<file path="src/rtl/mcycle_muldiv_pkg.sv">
// Shared encodings and sizing helpers for the iterative multiply/divide unit.
package mcycle_pkg;

  localparam logic OP_MUL = 1'b0;
  localparam logic OP_DIV = 1'b1;
  localparam logic SIGNED = 1'b1;

  typedef enum logic [1:0] {IDLE, COMPUTE, DONE} state_t;

  function automatic int cnt_w(input int w);
    return $clog2(w);
  endfunction

endpackage

</file>
<file path="src/rtl/mcycle_muldiv_signfix.sv">
// Conditional two's-complement negation: operand abs() on entry, result sign-fix on exit.
// With i_wide set the pair {i_b,i_a} is negated as one double-width value (product).
module mcycle_signfix #(
  parameter int W = 32
) (
  input  logic [W-1:0] i_a,
  input  logic [W-1:0] i_b,
  input  logic         i_neg_a,
  input  logic         i_neg_b,
  input  logic         i_wide,
  output logic [W-1:0] o_a,
  output logic [W-1:0] o_b
);

  logic [2*W-1:0] w_cat;
  logic [2*W-1:0] w_cat_neg;
  logic [W-1:0]   w_a_neg;
  logic [W-1:0]   w_b_neg;

  assign w_cat     = {i_b, i_a};
  assign w_cat_neg = -w_cat;
  assign w_a_neg   = -i_a;
  assign w_b_neg   = -i_b;

  always_comb begin
    o_a = i_a;
    o_b = i_b;
    if (i_wide) begin
      if (i_neg_a) {o_b, o_a} = w_cat_neg;
    end else begin
      if (i_neg_a) o_a = w_a_neg;
      if (i_neg_b) o_b = w_b_neg;
    end
  end

endmodule

</file>
<file path="src/rtl/mcycle_muldiv.sv">
// Radix-2 multi-cycle multiply / restoring divide. Busy stalls the PC; Done pulses
// once when Result1/Result2 are updated. Latency is WIDTH+1 cycles for every op.
module mcycle_muldiv
  import mcycle_pkg::*;
#(
  parameter int WIDTH = 32
) (
  input  logic             CLK,
  input  logic             Reset,
  input  logic             Start,
  input  logic [1:0]       MCycleOp,
  input  logic [WIDTH-1:0] Operand1,
  input  logic [WIDTH-1:0] Operand2,
  output logic [WIDTH-1:0] Result1,
  output logic [WIDTH-1:0] Result2,
  output logic             Busy,
  output logic             Done
);

  localparam int CNT_W = cnt_w(WIDTH);

  state_t             r_state, w_state_nxt;
  logic [CNT_W-1:0]   r_cnt;
  logic               r_div, r_neg_q, r_neg_r, r_dbz;
  // r_hi/r_lo: {partial high, multiplier} for MUL, {remainder, dividend->quotient} for DIV
  logic [WIDTH-1:0]   r_hi, r_lo, r_b;
  logic [WIDTH-1:0]   r_res1, r_res2;

  logic               w_sgn, w_last;
  logic [WIDTH-1:0]   w_abs_a, w_abs_b;
  logic [WIDTH:0]     w_sum, w_sh;
  logic               w_ge;
  logic [WIDTH-1:0]   w_sub;
  logic [WIDTH-1:0]   w_hi_nxt, w_lo_nxt;
  logic [WIDTH-1:0]   w_fix_a, w_fix_b;

  assign w_sgn  = (MCycleOp[0] == SIGNED);
  assign w_last = (r_cnt == CNT_W'(WIDTH - 1));

  mcycle_signfix #(.W(WIDTH)) u_entry (
    .i_a     (Operand1),
    .i_b     (Operand2),
    .i_neg_a (w_sgn & Operand1[WIDTH-1]),
    .i_neg_b (w_sgn & Operand2[WIDTH-1]),
    .i_wide  (1'b0),
    .o_a     (w_abs_a),
    .o_b     (w_abs_b)
  );

  // One iteration of either algorithm
  assign w_sum = {1'b0, r_hi} + (r_lo[0] ? {1'b0, r_b} : '0);
  assign w_sh  = {r_hi, r_lo[WIDTH-1]};
  assign w_ge  = (w_sh >= {1'b0, r_b});
  assign w_sub = w_sh[WIDTH-1:0] - r_b;

  always_comb begin
    if (r_div) begin
      w_hi_nxt = w_ge ? w_sub : w_sh[WIDTH-1:0];
      w_lo_nxt = {r_lo[WIDTH-2:0], w_ge};
    end else begin
      w_hi_nxt = w_sum[WIDTH:1];
      w_lo_nxt = {w_sum[0], r_lo[WIDTH-1:1]};
    end
  end

  mcycle_signfix #(.W(WIDTH)) u_exit (
    .i_a     (w_lo_nxt),
    .i_b     (w_hi_nxt),
    .i_neg_a (r_neg_q),
    .i_neg_b (r_neg_r),
    .i_wide  (~r_div),
    .o_a     (w_fix_a),
    .o_b     (w_fix_b)
  );

  always_ff @(posedge CLK or negedge Reset) begin
    if (!Reset) r_state <= IDLE;
    else        r_state <= w_state_nxt;
  end

  always_comb begin
    w_state_nxt = r_state;
    case (r_state)
      IDLE:    if (Start)  w_state_nxt = COMPUTE;
      COMPUTE: if (w_last) w_state_nxt = DONE;
      DONE:                w_state_nxt = IDLE;
      default:             w_state_nxt = IDLE;
    endcase
  end

  // Busy is gated by Reset so an abort drops the stall immediately
  always_comb begin
    Busy = 1'b0;
    Done = 1'b0;
    case (r_state)
      IDLE:    Busy = Start & Reset;
      COMPUTE: Busy = 1'b1;
      DONE:    Done = 1'b1;
      default: ;
    endcase
  end

  always_ff @(posedge CLK or negedge Reset) begin
    if (!Reset) begin
      r_cnt   <= '0;
      r_div   <= 1'b0;
      r_neg_q <= 1'b0;
      r_neg_r <= 1'b0;
      r_dbz   <= 1'b0;
      r_hi    <= '0;
      r_lo    <= '0;
      r_b     <= '0;
      r_res1  <= '0;
      r_res2  <= '0;
    end else begin
      case (r_state)
        IDLE: if (Start) begin
          r_cnt   <= '0;
          r_div   <= (MCycleOp[1] == OP_DIV);
          r_neg_q <= w_sgn & (Operand1[WIDTH-1] ^ Operand2[WIDTH-1]);
          r_neg_r <= w_sgn & MCycleOp[1] & Operand1[WIDTH-1];
          r_dbz   <= MCycleOp[1] & (Operand2 == '0);
          r_hi    <= '0;
          r_lo    <= MCycleOp[1] ? w_abs_a : w_abs_b;
          r_b     <= MCycleOp[1] ? w_abs_b : w_abs_a;
        end
        COMPUTE: begin
          r_cnt <= r_cnt + 1'b1;
          r_hi  <= w_hi_nxt;
          r_lo  <= w_lo_nxt;
          // Divide-by-zero: the restoring loop already leaves |dividend| as the
          // remainder, and sign-fix turns it back into the raw dividend.
          if (w_last) begin
            r_res1 <= r_dbz ? '1 : w_fix_a;
            r_res2 <= w_fix_b;
          end
        end
        default: ;
      endcase
    end
  end

  assign Result1 = r_res1;
  assign Result2 = r_res2;

endmodule

</file>
<file path="config.mk">
export PLATFORM = sky130hd
export DESIGN_NAME = mcycle_muldiv
export DESIGN_NICKNAME = d
export VERILOG_FILES = /design/src/rtl/mcycle_muldiv_pkg.sv /design/src/rtl/mcycle_muldiv_signfix.sv /design/src/rtl/mcycle_muldiv.sv
export SDC_FILE = /design/constraint.sdc
export NUM_CORES = 1
export LEC_CHECK = 0
export BUFFER_PORTS_ARGS = -buffer_cell sky130_fd_sc_hd__clkbuf_2
export CAP_MARGIN = 0
export CORE_MARGIN = 1
export CORE_UTILIZATION = 30
export DETAILED_ROUTE_END_ITERATION = 12
export GPL_TIMING_DRIVEN = 0
export PLACE_DENSITY = 0.46
export SYNTH_ARGS = -nofsm -noshare
export SYNTH_HDL_FRONTEND = slang
export SYNTH_HIERARCHICAL = 1
export SYNTH_SLANG_ARGS = --single-unit
</file>
<file path="constraint.sdc">
create_clock -name CLK -period 6.05 [get_ports CLK]
set_clock_uncertainty 0.1 [all_clocks]
set_input_delay 0.3025 -clock CLK [delete_from_list [all_inputs] [get_ports CLK]]
set_output_delay 0.3025 -clock CLK [all_outputs]
set_load 0.01 [all_outputs]
</file>
==> reports/qor.csv <==
stage,metric,value,unit
worst_hold_path,timing.hold.worst.class,in -> reg,
clock_tree,h_tree_depth,4,
worst_hold_path,min_delay_worst_endpoint,r_neg_q$_DFFE_PN0P_,
layout,register_area,4280,um^2
floorplan,num_rows,82,
synth,synthesis.area_per_instance,8.33,um^2
synth,synth_seq_cells,171,
worst_setup_path,setup.worst_path.class,reg -> reg,
timing,tightest_slew,1.26,ns
detailed_routing,drt_pass1_iterations,5,
timing,setup_viol,0,
worst_setup_path,reg2regPathDepth,19,
pwr,p_total,11400,uW
floorplan,core_area,50500,um^2
detailed_routing,route.detailed.vias_per_inst,5.46,
global_routing,grt_antenna_before_repair,0,
detailed_routing,detailedRoute.firstIterationViolations,1048,
timing,setup_repair_after_global_routing_missed_its_margin,yes,
worst_setup_path,critical_path.reg2reg.startpoint,r_lo[0]$_DFFE_PN0P_,
floorplan,num_io_pins,135,
floorplan,die_area,52400,um^2
worst_setup_path,worst-endpoint-required,6.30,ns
layout,multi_input_area,10600,um^2
synth,syn-cell-area,15400,um^2
layout,num_antenna_cells,0,
clock_tree,clock_path_buffers,2,
clock_tree,number_of_buffers_added_by_the_clock_tree_synthesis_step,17,
synth,yosysWarnings,6,
synth,synthesis.instances,1855,
layout,nets,2155,
timing,maxClockFrequency,0.171,GHz
synth,synth.area.top_cells,"sky130_fd_sc_hd__dfrtp_1 28%, sky130_fd_sc_hd__mux2_2 6.7%, sky130_fd_sc_hd__xnor2_1 5.9%, sky130_fd_sc_hd__o21ai_0 5.9%, sky130_fd_sc_hd__ha_1 5.7%",
timing,portion_of_the_clock_cycle_consumed_by_the_worst_path_in_the_final_layout,96.4,%
worst_setup_path,r2r_setup_slack,0.22,ns
synth,post_synth_num_cell_types,73,
detailed_routing,wl_per_cell,21.1,um
clock_tree,post-cts-setup-buffer-count,0,
timing,maxSlewHeadroom,15.4,%
pwr,p_leak,0.00751,uW
global_routing,grt_first_pass_wirelength,88300,um
clock_tree,cts_sinks,171,
clock_tree,insertion_delay,0.47,ns
layout,area.growth.synth_to_final,14.6,%
global_routing,globalRoute.totalOverflow,0,
synth,synth_top_cell_by_area,sky130_fd_sc_hd__dfrtp_1,
synth,synthFlopType,sky130_fd_sc_hd__dfrtp_1,
worst_setup_path,crit_path_start_kind,flop,
clock_tree,cts_tree,yes,
detailed_routing,remaining_drc_errors,0,
layout,most_frequent_cells_in_the_layout,"181 x sky130_fd_sc_hd__o21ai_0, 171 x sky130_fd_sc_hd__dfrtp_1, 163 x sky130_fd_sc_hd__nand2_1",
layout,layout_commonest_cell,sky130_fd_sc_hd__o21ai_0,
timing,fin_crit,5.83,ns
floorplan,die-width,229,um
synth,synth_seq_area_share,27.7,%
global_routing,grt_util_all_layers,21.8,%
worst_setup_path,timing.critical_path.arrival,6.08,ns
worst_setup_path,crit-reg2reg-capture,Result2[31]$_DFFE_PN0P_,
detailed_routing,postRouteAntennaNets,0,
timing,final_max_slew_viol_count,0,
worst_setup_path,end_kind,flop,
clock_tree,clk_transition_reported_paths,0.08,ns
clock_tree,root_buffer,sky130_fd_sc_hd__clkbuf_16,
pwr,vdd_drop_max,0.000200,V
layout,num-fill-cells,5433,
floorplan,floorplan.die.height,229,um
worst_hold_path,min_path_cells,4,
worst_setup_path,crit_path_max_fanout,10,
layout,final_cells,2698,
synth,netlist.area_leader.share,27.7,%
place,dp_cells,2665,
detailed_routing,via_count,14700,
layout,share_of_post_route_cells_with_drive_strength_above_1,15.1,%
place,dpl.hpwl,45900,um
synth,synth-edff-count,0,
timing,timing.hold.ws,0.127,ns
pwr,cellPowerDensity,646,nW/um^2
worst_hold_path,min_from,Operand2[31],
synth,synth-async-reset-ratio,100,%
global_routing,grt_pass1_vias,14600,
detailed_routing,postRouteWirelength,57100,um
place,gp_congestion,0.923,
floorplan,initial_utilization,30.6,%
timing,final-hold-violation-count,0,
flow_run,cap_viol_max_count,0,
global_routing,grt_start_max_net_pins,100,
outcome,run_status,finished clean,
place,place.port_buffers,133,
[area by class of cell]
class / count / share of cell area, %
inverters: 55 / 1.17
flip-flops and latches: 171 / 24.2
clock inverters: 12 / 0.856
plain buffers: 104 / 2.47
repair buffers: 137 / 4.24
clock buffers: 19 / 2.56
multi-input cells: 1528 / 59.8
well taps: 672 / 4.75
[metal layers]
| layer | share of wire [%] | routed length (um) | track usage, % | vias to the layer above |
|---|---|---|---|---|
| li1 | - | - | - | 7115 |
| met1 | 46 | 26300 | 29.1 | 7221 |
| met2 | 48 | 27200 | 36.9 | 342 |
| met3 | 3.9 | 2210 | 2.76 | 52 |
| met4 | 2.3 | 1330 | 6.08 | 0 |
| met5 | 0 | 0 | 0 | - |
[per-stage QoR]
step                      cell area [um^2]  TNS [ns]  utilization, %  setup slack [ns]
after floorplan                      15500         0               -              1.27
after global placement               17000   -0.0833            33.6           -0.0833
after detailed placement             17000    -0.164            33.7            -0.121
after CTS                            17700         0            35.0             0.104
after global routing                 17700   -0.0837            35.1           -0.0837
final                                17700         0            35.1             0.218
[sequential cells by signal, indices dropped and copies added (netlist names)]
| signal | cells |
|---|---|
| r_lo | 32 |
| r_neg_r | 1 |
| r_cnt | 5 |
| r_dbz | 1 |
| r_hi | 32 |
| Result1 | 32 |
| Result2 | 32 |
| r_b | 32 |
| r_state | 2 |
| r_neg_q | 1 |
| r_div | 1 |
[synthesized netlist by cell type, types with 26 or more instances]
cell type                  number
sky130_fd_sc_hd__nor2_1       116
sky130_fd_sc_hd__and2_1        41
sky130_fd_sc_hd__a21o_1        34
sky130_fd_sc_hd__mux2i_1       55
sky130_fd_sc_hd__clkbuf_1      80
sky130_fd_sc_hd__nor4_1        34
sky130_fd_sc_hd__a22oi_1       33
sky130_fd_sc_hd__a21oi_1      125
sky130_fd_sc_hd__xor2_1        68
sky130_fd_sc_hd__nand3_1       30
sky130_fd_sc_hd__ha_1          70
sky130_fd_sc_hd__o21ai_0      181
sky130_fd_sc_hd__mux2_2        92
sky130_fd_sc_hd__dfrtp_1      171
sky130_fd_sc_hd__inv_1         54
sky130_fd_sc_hd__nand2_1      163
sky130_fd_sc_hd__nor3_1        26
sky130_fd_sc_hd__xnor2_1      104
sky130_fd_sc_hd__nor2b_1       46
sky130_fd_sc_hd__nand4_1       26
[worst max path at each step]
stage / from / endpoint / slack, ns / depth (start not counted)
3_5_place_dp: r_lo[0]$_DFFE_PN0P_ / Result2[31]$_DFFE_PN0P_ / -0.12 / 19
6_report: r_lo[0]$_DFFE_PN0P_ / Result2[31]$_DFFE_PN0P_ / 0.22 / 19
2_1_floorplan: r_hi[21]$_DFFE_PN0P_ / Result2[22]$_DFFE_PN0P_ / 1.27 / 16
5_1_grt: r_lo[0]$_DFFE_PN0P_ / Result2[31]$_DFFE_PN0P_ / -0.08 / 19
4_1_cts: r_lo[0]$_DFFE_PN0P_ / Result2[31]$_DFFE_PN0P_ / 0.10 / 19
3_3_place_gp: r_lo[0]$_DFFE_PN0P_ / Result2[31]$_DFFE_PN0P_ / -0.08 / 19
[logic make-up after synthesis]
group | share of synthesized area [%]
and+or+nand+nor | 18.5
adders and majority gates | 5.93
DFF | 27.7
muxes | 10.3
xor gates and xnor gates | 9.75
AOI/OAI and AO/OA | 23.7
buffers and inverters | 4.16
other | 0.0243
[worst max-delay path, cell delays in order (launching register included)]
cell and delay (ns):
sky130_fd_sc_hd__dfrtp_1 0.64, sky130_fd_sc_hd__clkbuf_2 0.33, sky130_fd_sc_hd__and2_1 0.17, sky130_fd_sc_hd__ha_1 0.21, sky130_fd_sc_hd__fa_1 0.26, sky130_fd_sc_hd__a211oi_1 0.11, sky130_fd_sc_hd__o21bai_1 0.28, sky130_fd_sc_hd__a2bb2oi_1 0.24
sky130_fd_sc_hd__a211oi_1 0.57, sky130_fd_sc_hd__o2111ai_1 0.27, sky130_fd_sc_hd__a211oi_1 0.51, sky130_fd_sc_hd__o211ai_1 0.16, sky130_fd_sc_hd__a21boi_0 0.18, sky130_fd_sc_hd__and2_1 0.21, sky130_fd_sc_hd__nor4_1 0.36, sky130_fd_sc_hd__nand4_1 0.20
sky130_fd_sc_hd__nor4_1 0.25, sky130_fd_sc_hd__o21ai_0 0.18, sky130_fd_sc_hd__xor2_1 0.21, sky130_fd_sc_hd__mux2_2 0.28
[timing repair]
action | in CTS | in global routing
endpoints found under the setup margin | 2 | 24
hold buffers | 2 | 0
endpoints found under the hold margin | 92 | 0
resized for setup | 1 | 8
gates cloned | 0 | 0
[power breakdown]
group          total, uW  switching (uW)  internal (uW)
Combinational       8000            4850           3150
Sequential          2240             560           1680
Clock               1180             542            642
Power figures use the tool's default switching activity.
